**src/rtl/drive_cmd_framer.sv**
```systemverilog
// drive_cmd_framer: turns the 3-bit drive command stream into ASCII frames '$', char, [csum], '\n'.
// Define DRIVE_CMD_FRAMER_CHECKSUM_EN to build the checksum byte (4-byte frames).
module drive_cmd_framer #(
    parameter int CLK_HZ       = 50_000_000,
    parameter int HEARTBEAT_MS = 100,
    parameter int FIFO_DEPTH   = 4
) (
    input  logic       clk,
    input  logic       reset,
    input  logic [2:0] command,
    input  logic       valid,
    input  logic       uart_ready,
    output logic [7:0] ascii_out,
    output logic       cmd_ready,
    output logic       overflow
);
    localparam int HB_CYCLES = CLK_HZ / 1000 * HEARTBEAT_MS;
    localparam int HBW       = (HB_CYCLES > 1) ? $clog2(HB_CYCLES) : 1;
    localparam int AW        = $clog2(FIFO_DEPTH);
    localparam logic [HBW-1:0] HB_LAST = HBW'(HB_CYCLES - 1);
    localparam logic [AW:0]    FULL_CNT = (AW+1)'(FIFO_DEPTH);

    typedef enum logic [2:0] {
        IDLE,
        SOF,
        CMD,
`ifdef DRIVE_CMD_FRAMER_CHECKSUM_EN
        CSUM,
`endif
        EOF,
        GAP
    } state_t;

    function automatic logic [7:0] char_of(input logic [2:0] c);
        case (c)
            3'd0:    char_of = 8'h53;
            3'd1:    char_of = 8'h46;
            3'd2:    char_of = 8'h42;
            3'd3:    char_of = 8'h4C;
            3'd4:    char_of = 8'h52;
            3'd5:    char_of = 8'h6C;
            3'd6:    char_of = 8'h72;
            default: char_of = 8'h58;
        endcase
    endfunction

    logic [2:0]     mem [FIFO_DEPTH];
    logic [AW-1:0]  rd_ptr, wr_ptr;
    logic [AW:0]    count;
    logic [2:0]     last_cmd, cur_cmd, wr_data;
    logic [7:0]     cur_char;
    logic [HBW-1:0] hb_cnt;
    state_t         state, after_gap;
    logic fifo_empty, fifo_full, pop, req, estop, push_ok, drop;
    logic hb_hit, hb_push, wr_en, xfer;

    assign fifo_empty = (count == '0);
    assign fifo_full  = (count == FULL_CNT);
    assign pop        = (state == IDLE) && !fifo_empty;
    assign req        = valid && (command != last_cmd);
    assign estop      = req && (command == 3'd7);
    // A full FIFO still accepts a push when the same edge pops an entry.
    assign push_ok    = req && !estop && (!fifo_full || pop);
    assign drop       = req && !estop && fifo_full && !pop;
    assign hb_hit     = (hb_cnt == HB_LAST);
    assign hb_push    = hb_hit && fifo_empty && (state == IDLE) && !estop && !push_ok;
    assign wr_en      = push_ok || hb_push;
    assign wr_data    = push_ok ? command : last_cmd;
    assign xfer       = cmd_ready && uart_ready;
    assign cur_char   = char_of(cur_cmd);

    always_ff @(posedge clk) begin
        if (estop)
            mem[0] <= 3'd7;
        else if (wr_en)
            mem[wr_ptr] <= wr_data;
    end

    always_ff @(posedge clk or posedge reset) begin
        if (reset) begin
            rd_ptr <= '0;
            wr_ptr <= '0;
            count  <= '0;
        end else if (estop) begin
            // Emergency stop replaces the whole queue with itself.
            rd_ptr <= '0;
            wr_ptr <= AW'(1);
            count  <= (AW+1)'(1);
        end else begin
            if (wr_en) wr_ptr <= wr_ptr + 1'b1;
            if (pop)   rd_ptr <= rd_ptr + 1'b1;
            case ({wr_en, pop})
                2'b10:   count <= count + 1'b1;
                2'b01:   count <= count - 1'b1;
                default: count <= count;
            endcase
        end
    end

    always_ff @(posedge clk or posedge reset) begin
        if (reset) begin
            last_cmd <= 3'd0;
            hb_cnt   <= '0;
            overflow <= 1'b0;
        end else begin
            overflow <= drop;
            if (estop)        last_cmd <= 3'd7;
            else if (push_ok) last_cmd <= command;
            if (((state == SOF) && xfer) || hb_push) hb_cnt <= '0;
            else if (!hb_hit)                       hb_cnt <= hb_cnt + 1'b1;
        end
    end

    always_ff @(posedge clk or posedge reset) begin
        if (reset) begin
            state     <= IDLE;
            after_gap <= IDLE;
            cur_cmd   <= 3'd0;
            ascii_out <= 8'h00;
            cmd_ready <= 1'b0;
        end else begin
            case (state)
                IDLE: if (pop) begin
                    cur_cmd   <= mem[rd_ptr];
                    ascii_out <= 8'h24;
                    cmd_ready <= 1'b1;
                    state     <= SOF;
                end
                SOF: if (xfer) begin
                    cmd_ready <= 1'b0;
                    after_gap <= CMD;
                    state     <= GAP;
                end
                CMD: if (xfer) begin
                    cmd_ready <= 1'b0;
`ifdef DRIVE_CMD_FRAMER_CHECKSUM_EN
                    after_gap <= CSUM;
`else
                    after_gap <= EOF;
`endif
                    state     <= GAP;
                end
`ifdef DRIVE_CMD_FRAMER_CHECKSUM_EN
                CSUM: if (xfer) begin
                    cmd_ready <= 1'b0;
                    after_gap <= EOF;
                    state     <= GAP;
                end
`endif
                EOF: if (xfer) begin
                    cmd_ready <= 1'b0;
                    after_gap <= IDLE;
                    state     <= GAP;
                end
                GAP: begin
                    state <= after_gap;
                    case (after_gap)
                        CMD: begin
                            ascii_out <= cur_char;
                            cmd_ready <= 1'b1;
                        end
`ifdef DRIVE_CMD_FRAMER_CHECKSUM_EN
                        CSUM: begin
                            ascii_out <= {1'b0, cur_char[6:0] ^ 7'h24};
                            cmd_ready <= 1'b1;
                        end
`endif
                        EOF: begin
                            ascii_out <= 8'h0A;
                            cmd_ready <= 1'b1;
                        end
                        default: cmd_ready <= 1'b0;
                    endcase
                end
                default: begin
                    state     <= IDLE;
                    cmd_ready <= 1'b0;
                end
            endcase
        end
    end
endmodule

```
**config.mk**
```make
export PLATFORM = sky130hd
export DESIGN_NAME = drive_cmd_framer
export DESIGN_NICKNAME = d
export VERILOG_FILES = /design/src/rtl/drive_cmd_framer.sv
export SDC_FILE = /design/constraint.sdc
export NUM_CORES = 1
export LEC_CHECK = 0
export BUFFER_PORTS_ARGS = -buffer_cell sky130_fd_sc_hd__clkbuf_2
export CAP_MARGIN = 20
export CORE_UTILIZATION = 55
export DETAILED_ROUTE_END_ITERATION = 6
export PLACE_DENSITY = 0.77
export SYNTH_ARGS = -nofsm -noshare
export SYNTH_HDL_FRONTEND = slang
export SYNTH_SLANG_ARGS = --single-unit
```
**constraint.sdc**
```tcl
create_clock -name clk -period 2.7 [get_ports clk]
set_input_delay 0.135 -clock clk [delete_from_list [all_inputs] [get_ports clk]]
set_output_delay 0.135 -clock clk [all_outputs]
set_load 0.02 [all_outputs]
```
==> results by stage <==
Critical path:
- STA classifies the critical path startpoint as a flop.
- The startpoint-to-endpoint class of the critical path is reg -> reg.
- The worst setup path is captured at a flop.
- In this run the register-to-register setup slack is 180 ps.
- The worst-path maximum fanout is 4.
- The count of cells along the worst register-to-register path is 10.
- The worst setup path startpoint is hb_cnt[1].
- The worst flop-to-flop path startpoint is hb_cnt[1].
- Data on the critical path arrives at its endpoint at 2770 ps.
- At the worst endpoint, the required time is 2960 ps.
- In this run the critical register-to-register path is captured at count[2].

Timing:
- The total count of max-transition violations in the final report is 0.
- The slew of the pin with the lowest slew margin is 687 ps.
- Once routing completed, OpenROAD measured the worst setup slack at 183 ps.
- The portion of the clock cycle consumed by the worst path in the final layout is 0.932.
- The clock period could shrink to 2520 ps.
- Setup violations remaining at the end of the flow were counted as 0.
- In this run the tightest slew margin relative to its limit is 0.542.
- The setup clock skew after layout is 8.84 ps.
- The number of hold violations in the final report came to 0.
- Based on the critical path, the design can be clocked at up to 0.397 GHz.

Synth:
- In this run, synthesis produced a sequential element count of 62.
- In this run the cell area of the synthesized design comes to 3110 sq um.
- The count of different cell masters after synthesis is 53.
- By area the synthesized netlist is led by dfrtp_1 40%, edfxtp_1 12%, nor2_1 4.9%.
- The synthesized net count is 311.
- The cell accounting for the most synthesized area is dfrtp_1.
- The number of synthesis warnings is 0.
- The most used standard cell by instance count after synthesis is dfrtp_1.
- The average instance area after synthesis is 10.3 sq um.
- After synthesis, the most frequently instantiated cells are 50 x dfrtp_1, 41 x nor2_1, 38 x nand2_1, 15 x nand3_1, 14 x xor2_1.
- The fraction of registers with async set or reset after synthesis is 0.806.
- The post-synthesis cell count is 302.
- The part of the Yosys area used for sequential elements is 0.518.
- The most common flop cell mapped by yosys is dfrtp_1.
- The share of synthesized area in the top cell type comes to 0.402.
- The count of flip-flops with a built-in enable after synthesis is 12.

Job:
- Across the run, the number of max-cap violations was 0.

Clock tree:
- The number of buffers on the longest clock path is 2.
- The cell at the root of the clock tree is clkbuf_8.
- The clock tree synthesis step divided the H-tree into 3 levels.
- The number of buffers created by CTS is 9.
- The register clock-pin slew on the reported worst setup and hold paths is 70 ps.
- TritonCTS built the clock tree.
- Counting every sink on the clock net gives 62.
- Clock latency on the worst-skew pair, taken at its later pin, is 340 ps.

Floorplan:
- For this configuration, the core starts out at a cell density of 0.568.
- The core box area is 5470 sq um.
- The horizontal extent of the die is 77.2 um.
- The number of top-level design ports is 17.
- The overall die height is 77.2 um.
- The die covers 5960 sq um.
- The total number of placement rows is 27.

Global route:
- The global router's overall resource usage is 0.227.
- Entering global routing, the biggest net connects 51 pins.
- The via count of the first global-routing pass came to 2245.
- Global routing finished with a remaining overflow of 0.
- The first global-routing pass estimated 10400 um of wire.
- The initial antenna violation count is 0.

Placement:
- The placed instance area is 3290 sq um.
- The detailed placer's ending HPWL is 4140 um.
- The number of port buffers is 15.
- The worst setup timing slack at the placement stage is 127 ps.
- The congestion estimate from routability-driven global placement came to 0.812.

Power and ir drop:
- For this design the total switching power over the nets is 1360 uW.
- The cell area power density is 1030 nW/um^2.
- Of the total power, the clock network draws 0.221.
- The worst-case IR drop observed on VDD is 0.597 mV.
- The combinational power share is 0.365.
- Internal power comes to 2280 uW.
- Of the total power, the share spent switching nets is 0.374.
- The static power due to leakage is 0.00154 uW.
- The share of total power dissipated in sequential elements is 0.414.

Route:
- The post-detailed-routing wire length is 5930 um.
- After detailed routing, the number of vias per cell comes to 5.62.
- The length of the first detailed-routing pass in iterations is 4.
- The iteration-0 DRC count of the detailed router is 162.
- The routed length per placed instance is 14.5 um.
- The number of nets with antenna violations after routing is 0.
- The final route contains 2293 vias.
- For this run, design rule violations remaining after detail routing come to 0.

Finish:
- The layout-stage area growth over the synthesis result is 14.0%.
- At the end of the flow, the number of nets in the layout was 340.
- The combined flip-flop and latch cell area is 1610 sq um.
- The number of antenna diodes in the final layout is 0.
- The ratio of cells with drive above 1 in the final layout is 0.208.
- The finished cells cover 3540 sq um.
- The combined area of the multi-input logic cells is 1420 sq um.
- The count of filler cells inserted in the layout is 452.

Worst hold path:
- The instance count along the most critical hold path is 3.
- In this run the most critical hold path is launched from command[1].
- For hold timing, the worst endpoint is last_cmd[1].
- In this run the worst hold path is classified as in -> reg.

Status:
- The flow ran to the end, and the final reports show no timing, DRC or antenna violations.
-- stage by stage --
stage | hold WS (ps) | total power, uW | setup TNS (ps) | instances | util
after floorplan | 291 | 2460 | 0 | 302 | -
after global placement | 426 | 2740 | 0 | 389 | 0.601
after detailed placement | 428 | 2810 | 0 | 389 | 0.601
after CTS | 67.8 | 3610 | 0 | 405 | 0.636
after global routing | 137 | 3910 | -16.6 | 408 | 0.648
final | 119 | 3640 | 0 | 408 | 0.648
-- layer usage --
layer  part of all wire  global-route usage  up-vias
met5                  0                   0        -
met2               0.47               0.332       48
li1                   -                   -     1117
met3              0.034              0.0464        9
met4              0.014               0.111        0
met1               0.48               0.322     1119
-- registers in the layout (all words and copies together) (netlist names) --
register,cells
last_cmd,3
mem,12
state,3
rd_ptr,2
after_gap,2
cmd_ready,1
ascii_out,7
wr_ptr,2
hb_cnt,23
overflow,1
count,3
cur_cmd,3
-- power by group through the flow --
stage                     clock [uW]  sequential [uW]  combinational [uW]
after global placement             0             1500                1240
after floorplan                    0             1500                 966
after CTS                        812             1500                1300
final                            804             1510                1330
after detailed placement           0             1520                1290
after global routing             855             1550                1500
-- cells in the final DEF (no fill, tap or decap), types with 2 or more instances in the layout --
cell type / synthesis / final
a21oi_1: 12 / 12
a31o_2: 2 / 2
a31oi_1: 5 / 5
and2_1: 3 / 3
and3_1: 4 / 4
buf_4: 3 / 15
clkbuf_1: 5 / 2
clkbuf_2: 0 / 15
clkbuf_8: 0 / 10
clkinv_2: 0 / 2
dfrtp_1: 50 / 50
edfxtp_1: 12 / 12
inv_1: 4 / 3
mux2i_1: 6 / 6
mux4_2: 3 / 3
nand2_1: 38 / 38
nand2b_1: 3 / 3
nand3_1: 15 / 15
nand3b_1: 2 / 2
nand4_1: 7 / 7
nor2_1: 41 / 41
nor2_2: 2 / 2
nor3_1: 10 / 10
nor4_2: 2 / 2
nor4b_1: 4 / 2
nor4b_2: 1 / 3
o21ai_0: 9 / 9
o31ai_1: 2 / 2
or2_2: 2 / 2
or3_1: 3 / 3
xnor2_1: 10 / 10
xor2_1: 14 / 14
-- cell type report --
type,instances,share of cell area
Multi-Input combinational cell,222,0.400
Clock buffer,12,0.0409
Inverter,4,0.00424
Clock inverter,4,0.0134
Timing Repair Buffer,32,0.0614
Sequential cell,62,0.455
Tap cell,72,0.0254
-- cell families after synthesis --
group | count (synthesis) | synth area share
other | 1 | 0.00121
XOR/XNOR | 24 | 0.0676
AO/OA/AOI/OAI | 38 | 0.0809
multiplexers | 9 | 0.0410
flip-flops | 62 | 0.518
adder cells (fa/ha/maj) | 2 | 0.0105
buffers and inverters | 18 | 0.0338
AND/OR/NAND/NOR | 148 | 0.247
-- worst max-delay path, cell delays in order (launching register included) --
cell and delay, ps:
dfrtp_1 420, ha_4 180, nand4_2 110, or2_1 280
nor3_4 190, a31o_2 180, nor2_1 50, fa_1 360
or3_1 370, nand3_1 90, mux2i_1 210
-- how the worst max path moves through the flow --
| stage | end | cells past startpoint | slack, ps |
|---|---|---|---|
| final | count[2] | 10 | 180 |
| after global routing | count[2] | 10 | -20 |
| after CTS | count[2] | 10 | 100 |
| after detailed placement | count[2] | 10 | 130 |
| after global placement | count[2] | 10 | 230 |
| after floorplan | count[2] | 10 | 80 |
-- what timing repair did --
item / 4_1_cts / 5_1_grt
hold buffers: 0 / 1
gates resized for setup: 0 / 4
endpoints found under the hold margin: 0 / 24
endpoints found under the setup margin: 0 / 1
buffers inserted: 0 / 1
(Power assumes the default switching activity.)
